[src/rtl/sar_adc_scan.sv]
// sar_adc_scan -- multi-channel successive-approximation ADC controller.
//
// Scans the set bits of a latched channel mask from lowest to highest index.
// Each channel gets 2^AVG_LOG2 conversions. Each conversion is SAMPLE_CYCLES
// cycles of track/hold acquisition followed by WIDTH binary-search cycles
// against an external trial DAC and comparator. The truncated average is
// presented for one cycle on a valid strobe. One-shot or continuous
// scanning is supported.
//
// Ports:
//   clk, rst      clock (rising edge) and synchronous active-high reset
//   start         scan request, honoured only in IDLE with a non-zero ch_mask
//   ch_mask       channels to scan, latched when start is accepted
//   cont          continuous mode, sampled when a scan finishes
//   comp_in       comparator, 1 = analog input >= dac_code
//   sample        track/hold control, 1 = track
//   ch_sel        analog mux select (current channel)
//   dac_code      trial code to the DAC (0 outside CONVERT)
//   busy          high whenever the controller is not IDLE
//   data_out      result, held until the next result
//   data_ch       channel of data_out
//   data_valid    one-cycle result strobe
//   done          one-cycle end-of-scan strobe, coincident with the last data_valid
//
// Handshake: data_valid is a strobe with no back-pressure. data_out and
// data_ch are valid in the data_valid cycle and stay stable until the next
// one. The consumer must take the result in that cycle.
//
// The FSM state is held in state_q, a named register of enum type
// state_t, so that checkers can bind to it directly.
module sar_adc_scan #(
   parameter int WIDTH         = 8,
   parameter int NUM_CH        = 4,
   parameter int CH_W          = (NUM_CH > 1) ? $clog2(NUM_CH) : 1,
   parameter int SAMPLE_CYCLES = 2,
   parameter int AVG_LOG2      = 0
) (
   input  logic              clk,
   input  logic              rst,
   input  logic              start,
   input  logic [NUM_CH-1:0] ch_mask,
   input  logic              cont,
   input  logic              comp_in,
   output logic              sample,
   output logic [CH_W-1:0]   ch_sel,
   output logic [WIDTH-1:0]  dac_code,
   output logic              busy,
   output logic [WIDTH-1:0]  data_out,
   output logic [CH_W-1:0]   data_ch,
   output logic              data_valid,
   output logic              done
);

   localparam int AW      = WIDTH + AVG_LOG2;
   localparam int RW      = (AVG_LOG2 > 0) ? AVG_LOG2 : 1;
   localparam int CNT_MAX = (WIDTH > SAMPLE_CYCLES) ? WIDTH : SAMPLE_CYCLES;
   // The counter holds SAMPLE_CYCLES-1 and WIDTH-1. CNT_MAX is at least 2.
   localparam int CNT_W   = $clog2(CNT_MAX);
   localparam logic [RW-1:0]    REP_LAST    = RW'((1 << AVG_LOG2) - 1);
   localparam logic [CNT_W-1:0] SAMPLE_LAST = CNT_W'(SAMPLE_CYCLES - 1);
   localparam logic [CNT_W-1:0] BIT_MSB     = CNT_W'(WIDTH - 1);

   typedef enum logic [1:0] {
      S_IDLE    = 2'd0,
      S_SAMPLE  = 2'd1,
      S_CONVERT = 2'd2,
      S_STORE   = 2'd3
   } state_t;

   state_t             state_q, state_d;
   logic [NUM_CH-1:0]  mask_q, mask_d;
   logic [CH_W-1:0]    ch_q, ch_d;
   // SAMPLE: counts acquisition cycles up. CONVERT: index of the bit under trial.
   logic [CNT_W-1:0]   cnt_q, cnt_d;
   logic [WIDTH-1:0]   result_q, result_d;
   logic [AW-1:0]      acc_q, acc_d;
   logic [RW-1:0]      rep_q, rep_d;
   logic [WIDTH-1:0]   data_out_q, data_out_d;
   logic [CH_W-1:0]    data_ch_q, data_ch_d;

   logic [WIDTH-1:0]   trial;
   logic [WIDTH-1:0]   decided;
   logic [AW-1:0]      acc_sum;
   logic               hi_found;
   logic [CH_W-1:0]    hi_ch;

   function automatic logic [CH_W-1:0] lowest_ch(input logic [NUM_CH-1:0] m);
      logic [CH_W-1:0] r;
      r = '0;
      for (int i = NUM_CH - 1; i >= 0; i--) begin
         if (m[i]) r = CH_W'(i);
      end
      return r;
   endfunction

   // The partial result has zeros below the bit under trial, so OR-ing in
   // the trial bit gives the code to present. A 0 from the comparator
   // drops the trial bit by keeping the old partial result.
   always_comb begin
      trial   = result_q | (WIDTH'(1) << cnt_q);
      decided = comp_in ? trial : result_q;
      acc_sum = acc_q + AW'(decided);
   end

   // Find the lowest masked channel above the current one. The loop runs
   // downward, so the last hit is the lowest index.
   always_comb begin
      hi_found = 1'b0;
      hi_ch    = '0;
      for (int i = NUM_CH - 1; i >= 0; i--) begin
         if (mask_q[i] && (CH_W'(i) > ch_q)) begin
            hi_found = 1'b1;
            hi_ch    = CH_W'(i);
         end
      end
   end

   always_comb begin
      state_d    = state_q;
      mask_d     = mask_q;
      ch_d       = ch_q;
      cnt_d      = cnt_q;
      result_d   = result_q;
      acc_d      = acc_q;
      rep_d      = rep_q;
      data_out_d = data_out_q;
      data_ch_d  = data_ch_q;

      case (state_q)
         S_IDLE: begin
            if (start && (ch_mask != '0)) begin
               mask_d  = ch_mask;
               ch_d    = lowest_ch(ch_mask);
               cnt_d   = '0;
               acc_d   = '0;
               rep_d   = '0;
               state_d = S_SAMPLE;
            end
         end
         S_SAMPLE: begin
            if (cnt_q == SAMPLE_LAST) begin
               cnt_d    = BIT_MSB;
               result_d = '0;
               state_d  = S_CONVERT;
            end else begin
               cnt_d = cnt_q + CNT_W'(1);
            end
         end
         S_CONVERT: begin
            result_d = decided;
            if (cnt_q != '0) begin
               cnt_d = cnt_q - CNT_W'(1);
            end else if (rep_q == REP_LAST) begin
               // The result register is loaded here so that it is already
               // stable during the STORE strobe.
               data_out_d = WIDTH'(acc_sum >> AVG_LOG2);
               data_ch_d  = ch_q;
               state_d    = S_STORE;
            end else begin
               acc_d   = acc_sum;
               rep_d   = rep_q + RW'(1);
               cnt_d   = '0;
               state_d = S_SAMPLE;
            end
         end
         S_STORE: begin
            cnt_d = '0;
            acc_d = '0;
            rep_d = '0;
            if (hi_found) begin
               ch_d    = hi_ch;
               state_d = S_SAMPLE;
            end else if (cont) begin
               ch_d    = lowest_ch(mask_q);
               state_d = S_SAMPLE;
            end else begin
               state_d = S_IDLE;
            end
         end
         default: state_d = S_IDLE;
      endcase
   end

   always_ff @(posedge clk) begin
      if (rst) begin
         state_q    <= S_IDLE;
         mask_q     <= '0;
         ch_q       <= '0;
         cnt_q      <= '0;
         result_q   <= '0;
         acc_q      <= '0;
         rep_q      <= '0;
         data_out_q <= '0;
         data_ch_q  <= '0;
      end else begin
         state_q    <= state_d;
         mask_q     <= mask_d;
         ch_q       <= ch_d;
         cnt_q      <= cnt_d;
         result_q   <= result_d;
         acc_q      <= acc_d;
         rep_q      <= rep_d;
         data_out_q <= data_out_d;
         data_ch_q  <= data_ch_d;
      end
   end

   assign sample     = (state_q == S_SAMPLE);
   assign ch_sel     = ch_q;
   assign dac_code   = (state_q == S_CONVERT) ? trial : '0;
   assign busy       = (state_q != S_IDLE);
   assign data_out   = data_out_q;
   assign data_ch    = data_ch_q;
   assign data_valid = (state_q == S_STORE);
   assign done       = (state_q == S_STORE) && !hi_found;

endmodule

[config.mk]
export PLATFORM = sky130hd
export DESIGN_NAME = sar_adc_scan
export DESIGN_NICKNAME = d
export VERILOG_FILES = /design/src/rtl/sar_adc_scan.sv
export SDC_FILE = /design/constraint.sdc
export NUM_CORES = 1
export LEC_CHECK = 0
export CORE_ASPECT_RATIO = 1.25
export CORE_UTILIZATION = 30
export DETAILED_ROUTE_END_ITERATION = 16
export PLACE_DENSITY = 0.54
export SKIP_CTS_REPAIR_TIMING = 1
export SLEW_MARGIN = 20
export SYNTH_ARGS = -nofsm -noshare
export SYNTH_HDL_FRONTEND = slang
export SYNTH_SLANG_ARGS = --single-unit
[constraint.sdc]
create_clock -name clk -period 6.4 [get_ports clk]
set_input_delay 1.92 -clock clk [delete_from_list [all_inputs] [get_ports clk]]
set_output_delay 1.92 -clock clk [all_outputs]
set_load 0.05 [all_outputs]
# [Yosys cells after proc, flatten, opt, wreduce, memory -nomap -nowiden]
# Cells that the tools add are included.
[word_totals] word_cells=97 out_inout_bits=24 input_bits=9 reg_bits=38
[classes] bitwise=3 shift=1 add_sub_neg=4 magnitude_cmp=4 reduce_logical=22 muxes=44 n_eq_ne=10
[ops] op="$mux 8" n=6
[ops] op="$mux 2" n=19
[ops] op="$pmux 8 s3" n=1
[ops] op="$pmux 8 s2" n=1
[ops] op="$mux 3" n=4
[ops] op="$pmux 3 s4" n=1
[ops] op="$reduce_and 3->1" n=4
[ops] op="$mux 1" n=9
[ops] op="$add 8x8->8" n=1
[ops] op="$or 8x8->8" n=1
[ops] op="$pmux 2 s4" n=1
[ops] op="$shl 1x3->8 const A" n=1
[ops] op="$logic_and 1x1->1" n=6
[ops] op="$ne 2x2->1 const B" n=3
[ops] op="$reduce_and 2->1" n=3
[ops] op="$reduce_bool 2->1" n=3
[ops] op="$reduce_bool 3->1" n=2
[ops] op="$eq 2x2->1 const B" n=2
[ops] op="$gt 1x2->1 const A" n=2
[ops] op="$gt 2x2->1 const A" n=2
[ops] op="$pmux 2 s2" n=1
[ops] op="$reduce_and 4->1" n=1
[ops] op="$reduce_bool 4->1" n=1
[ops] op="$add 3x1->3 const B" n=1
[ops] op="11 further kinds" n=12

# [Depth between registers and ports, before layout]
# Gate-level depths: netlist of run 1.
[depth] depth_word=8 mapped_depth=12 mapped_depth_nobuf=12

# [Worst setup path after synthesis of run 1]
# No wires, ideal clock.
[synth_path] path_type="flip-flop to output port" startpoint="register state_q[0]" endpoint="output port done" path_slack_ps=2538 required_time_ps=4480 path_stages_with_launch=4 arrival_ps=1942 path_buffers=0 path_cell_list="dfxtp_1 ha_1 o21ai_0 a21oi_1"
[synth_between] elab_chain_cells=2
[synth_lines] item="from (decl)" line="70" source="state_t state_q, state_d;"
[synth_lines] item="from (signal assigned)" line="196" source="state_q <= state_d;"
[synth_lines] item="$eq 2x2->1"
[synth_lines] item="via data_valid" line="50" source="output logic data_valid,"
[synth_lines] item="$logic_and 1x1->1" line="215" source="assign done = (state_q == S_STORE) && !hi_found;"
[synth_lines] item="to (decl)" line="51" source="output logic done"
# The timed path passes the listed nets, and every way through them passes these cells.

# [Worst setup path after layout of run 1]
[layout_path] startpoint="register state_q[0]" endpoint="output port dac_code[3]"
[layout_between] elab_chain_cells=2
[layout_lines] item="$eq 2x2->1" line="210" source="assign dac_code = (state_q == S_CONVERT) ? trial : '0;"
[layout_lines] item="$mux 8" line="210"
[layout_lines] item="to (decl)" line="46" source="output logic [WIDTH-1:0] dac_code,"
# No other way between the ends.

==> results of run 1 <==
[final timing paths]
| path | to | cells past startpoint |
|---|---|---|
| worst min-delay path | data_out[0] | 2 |
| worst max register to register | acc_q[6] | 12 |
| worst max-delay path | dac_code[3] | 4 |
| worst min register to register | data_out[0] | 2 |
[layout by cell type (no fill, tap or decap), types with 6 or more instances in the layout]
cell             count
nor2_1              22
clkbuf_8             6
nand2_1             32
ha_1                19
dfxtp_1             37
nor2b_1              8
a22oi_1              9
o21a_1               7
a21oi_1             27
o21ai_0             11
inv_1               15
nand3_1              6
a21o_1               7
clkdlybuf4s50_1     32
[registers in the layout, summed over array words and instances (netlist names)]
register and cells:
acc_q 8, data_out 8, result_q 8, mask_q 4
cnt_q 3, ch_sel 2, data_ch 2, state_q 2
[layout make-up]
cell class	instances	area share, %
Multi-Input combinational cell	207	50.5
Sequential cell	37	27.0
Timing Repair Buffer	33	12.0
Tap cell	90	4.11
Clock buffer	6	3.01
Inverter	15	2.05
Clock inverter	2	1.37
[per-layer routing]
metal	part of all wire, %	routed length (microns)	GRT usage [%]
met4	2.7	149	7.69
met1	44	2400	17.7
met3	2.7	147	2.59
met5	0	0	0
met2	50	2740	26.1
[worst max-delay path, delay by kind of cell, from the launching register on]
kind	cells	cell delay [ns]
AOI/OAI and AO/OA	1	0.22
buffers and inverters	2	0.92
adders and majority gates	1	0.53
DFF	1	0.33
[cell families (layout without fill, tap and decap cells)]
family          count (synthesis)  after routing  synth area share [%]
compound gates                 92             92                  29.1
xor+xnor                        5              5                  1.96
fa+ha+maj                      20             20                  11.5
buf+inv                        28             56                  4.82
flops                          37             37                  33.2
simple gates                   90             90                  19.4
[through the flow]
step	setup slack, ns	power [mW]	instances	area (sq um)
2_1_floorplan	2.54	0.604	272	2230
3_3_place_gp	2.19	0.729	382	2620
3_5_place_dp	2.15	0.727	382	2620
4_1_cts	2.13	0.945	390	2740
5_1_grt	2.05	0.995	390	2740
6_report	2.19	0.928	390	2740
[power by group]
part | switching [mW] | internal (mW)
sequential | 0.0264 | 0.256
combinational | 0.290 | 0.144
clock | 0.0852 | 0.127
==> metrics, run 1 <==
run status finished clean; Hold WS about 0.46 ns; Die X 79.2 microns; post-synth top area cell dfxtp_1; maxcap violations 0; Leakage around 1.0 nW; min-delay src data_out[0]; Setup Viol. Count Final 0; H-tree levels 2; Hold Fails Final Rpt 0; number of synthesized flops with an enable pin 0; Clk pin slew, worst setup/hold paths ~0.08 ns; worst slew pin tran between 0.7 and 0.8 ns; Detail Placement HPWL between 3000 and 4000 microns; top-count cell post-synth dfxtp_1; gpl congestion a little over 0.8; Clock Path Buffers 2; Setup CP Type register to output pin; n_diodes 0; FP Rows 34; vias in the first global route just under 2k; die height between 90 and 100 microns; post-synthesis async set-or-reset flop share 0%; Worst path max stage delay around 0.80 ns; vias per inst 5.06; register area share after synthesis between 30% and 40%; VDD IR max 0.205 mV; root cell of the clock tree clkbuf_8; DRC viols 0; IO Port Bufs 32; I/O pin cnt 33; CP Capture Type output pin; cells after synthesis approximately 270; Worst Setup Start Kind register; clock period minus worst slack 4.21 ns; Die Area a little under 0.008 sq mm; grt total ovfl 0; Layout Nets 328; wire per inst 13.9 microns; initial core utilization 31.6%; Post-synth top cells 37 x dfxtp_1, 32 x nand2_1, 27 x a21oi_1; Syn Nets 301; # clock sinks 37; total CTS buffers 5; RSZ-0062 raised after global routing no; Pwr per Cell Area ~340 mW/mm^2; initial antenna violation count 0; Worst-Skew Late Latency a little under 0.3 ns; Top FF cell, synth dfxtp_1; total routed wirelength roughly 5400 microns; TritonCTS clock tree built; period utilisation layout 65.8%; DRC marker count from the first detailed-route iteration between 70 and 80; layout cell share with drive strength beyond 1 about 7%; fmax roughly 0.24 GHz; fillers 770; cell chain of the critical path inv_1 -> ha_1 -> o21a_1 -> clkdlybuf4s50_1; register area roughly 740 sq um; Post-Route Skew roughly 0.0076 ns; Layout Utilization a little under 40%; via count around 2k; Netlist cell types 44; Reg2Reg Setup Slack about 3.6 ns; Hold Path Class register to register; area delta synth->final 22.8%; Rel. slew slack 51.5%; Data arrival, critical path 2.29 ns; Avg Inst Size Synth 8.21 sq um; first-pass iteration count of the detailed router 4; largest net degree at the start of global routing between 40 and 50; Synth Register Bits 37; Critical Path Fanout Max 18; Area contributors post-synth dfxtp_1 33%, ha_1 11%, a21oi_1 6.1%; Yosys top cell area share roughly 33%; Worst Path Required 4.48 ns; CORE AREA 0.00706 sq mm; Slowest cell on crit path clkdlybuf4s50_1; All-Layer GR Usage 15.1%; reg2reg start cnt_q[0]; Crit. Startpoint state_q[0]; Setup TNS Final 0 ns; multi-input logic area between 0.001 and 0.0015 sq mm; Final Max Slew Viols 0; first-pass GRT wire length between 9000 and 10000 microns; Cell Area, Synth between 0.002 and 0.0025 sq mm; Post-DRT Antenna Nets 0; Synth Warn # 0
(Power assumes the default switching activity.)
==> run 2: changes to the inputs <==
==> constraint.sdc (replaced) <==
create_clock -name clk -period 4.05 [get_ports clk]
set_input_delay 1.215 -clock clk [delete_from_list [all_inputs] [get_ports clk]]
set_output_delay 1.215 -clock clk [all_outputs]
set_load 0.05 [all_outputs]
==> run 2 against run 1 <==
Against the previous run:
- combinational power is 59% higher
- count of clock-buffer cells in the layout stayed put
- clock power is 19% higher
- critical path type unchanged
- sequential power is 59% higher
- worst setup slack worse by 1.7 ns
- via count is 1.1% higher
- die area stayed put
- sequential share of layout area is 0.30 points higher
- register-to-register slack worse by 2.3 ns
- power is 50% higher
==> metrics, run 2 (same netlist as run 1, synthesis figures left out) <==
Slowest cell on crit path clkdlybuf4s50_1 (unchanged); vias in the first global route 1984 (was 1988); die height 98.5 microns (unchanged); via count 1996 (was 1975); CP Capture Type output pin (unchanged); Post-Layout Cell Count 391 (was 390); Hold WS 0.456 ns (about the same); CORE AREA 0.00706 sq mm (unchanged); Detail Placement HPWL 4130 microns (was 3990 microns); # clock sinks 37 (unchanged); first-pass GRT wire length 9470 microns (was 9230 microns); Final Cell Area 0.00271 sq mm (was 0.00274 sq mm); Worst Setup Start Kind register (unchanged); Die Area 0.00780 sq mm (unchanged); layout cell share with drive strength beyond 1 6.98% (was 7.00%); Clock Path Buffers 2 (unchanged); run status finished clean (unchanged); placed cell area 0.00263 sq mm (was 0.00262 sq mm); gpl congestion 0.830 (was 0.814); initial core utilization 31.6% (unchanged); vias per inst 5.10 (was 5.06); Clk pin slew, worst setup/hold paths 0.07 ns (was 0.08 ns); grt total ovfl 0 (unchanged); most common cell after layout, fill and taps aside dfxtp_1 (unchanged); combinational share of power 49.7% (was 46.8%); FP Rows 34 (unchanged); most frequent cells in the layout 37 x dfxtp_1, 32 x nand2_1, 32 x clkdlybuf4s50_1, 27 x a21oi_1, 22 x nor2_1 (unchanged); I/O pin cnt 33 (unchanged); Rel. slew slack 31.6% (was 51.5%); P_int 0.751 mW (was 0.526 mW); Layout Utilization 38.4% (was 38.8%); Hold Fails Final Rpt 0 (unchanged); Data arrival, critical path 2.32 ns (was 2.29 ns); DRC viols 0 (unchanged); DRC marker count from the first detailed-route iteration 92 (was 78); Pwr per Cell Area 512 mW/mm^2 (was 338 mW/mm^2); area delta synth->final 21.5% (was 22.8%); Final Max Slew Viols 0 (unchanged); Worst Path Required 2.83 ns (was 4.48 ns); total routed wirelength 5650 microns (was 5440 microns); Critical Path Fanout Max 18 (unchanged); TritonCTS clock tree built (unchanged); Flop pwr share 32.1% (was 30.4%); Layout Nets 329 (was 328); Worst-Skew Late Latency 0.29 ns (about the same); Setup Viol. Count Final 0 (unchanged); NetSw 0.640 mW (was 0.402 mW); IO Port Bufs 32 (unchanged); largest net degree at the start of global routing 30 (was 42); fmax 0.283 GHz; root cell of the clock tree clkbuf_8 (unchanged); wire per inst 14.4 microns (was 13.9 microns); RSZ-0062 raised after global routing no (unchanged); Hold Path Class register to register (unchanged); Setup CP Type register to output pin (unchanged); first-pass iteration count of the detailed router 4 (unchanged); # placed instances 383 (was 382); Post-Route Skew 0.00287 ns (was 0.00759 ns); clock period minus worst slack 3.53 ns; All-Layer GR Usage 15.6% (was 15.1%); Post-DRT Antenna Nets 0 (unchanged); maxcap violations 0 (unchanged); period utilisation layout 87.2%; worst slew pin tran 1.02 ns (was 0.722 ns); Die X 79.2 microns (unchanged); VDD IR max 0.318 mV (was 0.205 mV); n_diodes 0 (unchanged); Leakage 1.02 nW (was 1.03 nW); cell chain of the critical path inv_1 -> ha_1 -> o21a_1 -> clkdlybuf4s50_1 (unchanged); Reg2Reg Setup Slack 1.26 ns (was 3.61 ns); Setup TNS Final 0 ns (unchanged); Worst path max stage delay 0.80 ns (about the same); H-tree levels 2 (unchanged); Sw Ratio 46.0% (was 43.3%); initial antenna violation count 0 (unchanged); clock power share 18.2% (was 22.8%); total CTS buffers 5 (unchanged)
==> run 2: cell types whose count changed in the layout (fill, tap and decap cells not counted) <==
cell	previous run	this run
bufinv_16	1	0
clkinv_2	0	2
buf_4	1	2
clkbuf_8	6	5
clkinvlp_4	1	0
clkbuf_1	0	1
==> run 2: worst max-delay path, delay by kind of cell (launching register included) <==
family	cells	cell delay, ns
AOI/OAI and AO/OA	1	0.21
DFF	1	0.34
buffers and inverters	2	0.92
adders and majority gates	1	0.55
==> run 2: worst paths after layout <==
check                endpoint        start  cells past startpoint
setup reg to reg  data_out[6]     cnt_q[0]                     12
hold reg to reg   data_out[0]  data_out[0]                      2
setup / recovery  dac_code[3]   state_q[0]                      4
hold / removal    data_out[0]  data_out[0]                      2
==> run 2: stage by stage <==
stage	worst slack (ns)	power [mW]
3_3_place_gp	0.531	1.15
3_5_place_dp	0.508	1.15
2_1_floorplan	0.893	0.954
6_report	0.520	1.39
4_1_cts	0.486	1.41
5_1_grt	0.380	1.49
==> run 2: layer usage <==
layer	vias to the layer above	track usage, %	share of wire, %
met4	0	5.87	2.4
met1	930	19.0	46
li1	1023	-	-
met5	-	0	0
met2	33	27.1	49
met3	10	2.78	2.7
==> run 2: layout make-up <==
cell class / count / area (sq um)
Fill cell: 778 / 4350
Multi-Input combinational cell: 207 / 1390
Sequential cell: 37 / 741
Timing Repair Buffer: 34 / 335
Tap cell: 90 / 113
Clock buffer: 6 / 72.6
Inverter: 15 / 56.3
Clock inverter: 2 / 10.0
==> run 2: power groups by stage <==
stage	clock, mW	sequential [mW]	combinational, mW
3_5_place_dp	0	0.456	0.698
2_1_floorplan	0	0.503	0.451
4_1_cts	0.260	0.448	0.699
6_report	0.253	0.447	0.691
3_3_place_gp	0	0.456	0.695
5_1_grt	0.276	0.455	0.757
==> run 3: changes to the inputs <==
--- a/config.mk
+++ b/config.mk
@@ -6,9 +6,11 @@
 export NUM_CORES = 1
 export LEC_CHECK = 0
 export CORE_ASPECT_RATIO = 1.25
+export CORE_MARGIN = 2
 export CORE_UTILIZATION = 30
 export DETAILED_ROUTE_END_ITERATION = 16
 export PLACE_DENSITY = 0.54
+export REMOVE_ABC_BUFFERS = 1
 export SKIP_CTS_REPAIR_TIMING = 1
 export SLEW_MARGIN = 20
 export SYNTH_ARGS = -nofsm -noshare
==> run 3 against run 2 <==
Against the previous run:
- flip-flop and latch count stayed put
- first-iteration DRC count is 16% higher
- clock power is 33% higher
- largest cell class unchanged
- sequential share of layout area is 0.35 points lower
- via count stayed put
- cell count is 0.51% higher
- highest routed layer unchanged
- non-clock buffer count stayed put
- die area is 4.6% higher
- worst setup slack better by 0.015 ns
- worst hold slack better by 0.0049 ns
- power is 5.6% higher
==> metrics, run 3 (same netlist as run 1, synthesis figures left out) <==
run status finished clean (unchanged); met1 wire length 2560 microns (was 2590 microns); gpl congestion 0.802 (was 0.830); wire per inst 14.1 microns (was 14.4 microns); clock power share 23.0% (was 18.2%); Critical Path Fanout Max 18 (unchanged); I/O pin cnt 33 (unchanged); Worst Setup Start Kind register (unchanged); Setup TNS Final 0 ns (unchanged); # clock sinks 37 (unchanged); RSZ-0062 raised after global routing no (unchanged); total routed wirelength 5530 microns (was 5650 microns); P_int 0.831 mW (was 0.751 mW); Pwr Total 1.47 mW (was 1.39 mW); NetSw 0.637 mW (was 0.640 mW); FP Rows 35 (was 34); Final Max Slew Viols 0 (unchanged); via count 1996 (unchanged); Layout Nets 329 (unchanged); period utilisation layout 86.8% (was 87.2%); Post-Route Skew 0.00379 ns (was 0.00287 ns); Setup Viol. Count Final 0 (unchanged); Worst Path Required 2.83 ns (about the same); CORE AREA 0.00731 sq mm (was 0.00706 sq mm); Hold Path Class register to register (unchanged); min-delay src data_out[4] (was data_out[0]); combinational share of power 46.7% (was 49.7%); Setup CP Type register to output pin (unchanged); worst slew pin tran 0.767 ns (was 1.02 ns); Clk pin slew, worst setup/hold paths 0.08 ns (was 0.07 ns); Post-DRT Antenna Nets 0 (unchanged); All-Layer GR Usage 14.1% (was 15.6%); fillers 762 (was 778); Flop pwr share 30.3% (was 32.1%); root cell of the clock tree clkbuf_8 (unchanged); n_diodes 0 (unchanged); met3 wire len 155 microns (was 153 microns); total CTS buffers 5 (unchanged); Die Area 0.00816 sq mm (was 0.00780 sq mm); most common cell after layout, fill and taps aside dfxtp_1 (unchanged); reg2reg start cnt_q[0] (unchanged); vias in the first global route 1876 (was 1984); die height 100 microns (was 98.5 microns); DRC viols 0 (unchanged); Leakage 1.03 nW (was 1.02 nW); # placed instances 385 (was 383); Post-Layout Cell Count 393 (was 391); maxcap violations 0 (unchanged); H-tree levels 2 (unchanged); TritonCTS clock tree built (unchanged); Reg2Reg Setup Slack 1.29 ns (was 1.26 ns); vias per inst 5.08 (was 5.10); Die X 81.2 microns (was 79.2 microns); area delta synth->final 23.0% (was 21.5%); Pwr per Cell Area 534 mW/mm^2 (was 512 mW/mm^2); Rel. slew slack 48.4% (was 31.6%); fmax 0.284 GHz (was 0.283 GHz); VDD IR max 0.304 mV (was 0.318 mV); Clock Path Buffers 2 (unchanged); Detail Placement HPWL 4070 microns (was 4130 microns); most frequent cells in the layout 37 x dfxtp_1, 32 x nand2_1, 31 x clkdlybuf4s50_1, 27 x a21oi_1, 22 x nor2_1 (was 37 x dfxtp_1, 32 x nand2_1, 32 x clkdlybuf4s50_1, 27 x a21oi_1, 22 x nor2_1); first-pass GRT wire length 8900 microns (was 9470 microns); grt total ovfl 0 (unchanged); largest net degree at the start of global routing 31 (was 30); Sw Ratio 43.4% (was 46.0%); CP Capture Type output pin (unchanged); initial core utilization 30.5% (was 31.6%); DRC marker count from the first detailed-route iteration 107 (was 92); Data arrival, critical path 2.30 ns (was 2.32 ns); Worst-Skew Late Latency 0.29 ns (about the same); layout cell share with drive strength beyond 1 7.64% (was 6.98%); Hold Fails Final Rpt 0 (unchanged); IO Port Bufs 32 (unchanged); clock period minus worst slack 3.52 ns (was 3.53 ns); first-pass iteration count of the detailed router 4 (unchanged); highest metal used met4 (unchanged); met2 wire length 2710 microns (was 2770 microns); Crit. Startpoint state_q[0] (unchanged); initial antenna violation count 0 (unchanged)
-- run 3: cell count changes in the layout (fill, tap and decap cells not counted) --
| cell | before | now |
|---|---|---|
| clkbuf_1 | 1 | 0 |
| buf_2 | 0 | 1 |
| clkinv_2 | 2 | 0 |
| clkdlybuf4s50_1 | 32 | 31 |
| clkinvlp_4 | 0 | 1 |
| bufinv_16 | 0 | 1 |
| clkbuf_8 | 5 | 6 |
-- run 3: worst max-delay path, stage by stage, from the launching register on --
cell and delay (ns):
dfxtp_1 0.33, inv_1 0.12, ha_1 0.53, o21a_1 0.23, clkdlybuf4s50_1 0.80
-- run 3: layout make-up --
cell class                      count  area [sq um]  share of cell area (%)
Clock buffer                        6          82.6                    3.01
Clock inverter                      2          37.5                    1.37
Inverter                           15          56.3                    2.05
Multi-Input combinational cell    207          1390                    50.4
Sequential cell                    37           741                    27.0
Tap cell                           92           115                    4.19
Timing Repair Buffer               34           330                    12.0
-- run 3: power groups by stage --
stage | Combinational [mW] | Sequential [mW] | Clock [mW]
3_3_place_gp | 0.694 | 0.455 | 0
2_1_floorplan | 0.433 | 0.503 | 0
5_1_grt | 0.751 | 0.454 | 0.363
3_5_place_dp | 0.691 | 0.455 | 0
6_report | 0.686 | 0.445 | 0.337
4_1_cts | 0.694 | 0.447 | 0.349
-- run 3: final timing paths --
path	endpoint	cells after the start
worst max-delay path	dac_code[3]	4
worst min-delay path	data_out[4]	2
worst max register to register	acc_q[6]	12
worst min register to register	data_out[4]	2
-- run 3: per-layer routing --
metal | up-vias | global-route usage, %
li1 | 1023 | -
met2 | 34 | 24.1
met3 | 7 | 2.42
met4 | 0 | 4.82
met1 | 932 | 17.8
met5 | - | 0
-- run 3: stage by stage --
stage	util, %	hold slack (ns)	area (sq um)	worst slack [ns]
finish	37.6	0.461	2750	0.535
global route	37.6	0.490	2750	0.340
CTS	37.6	0.464	2750	0.508
detailed placement	36.0	0.452	2630	0.487
global placement	36.0	0.453	2630	0.528
floorplan	-	0.439	2180	0.893
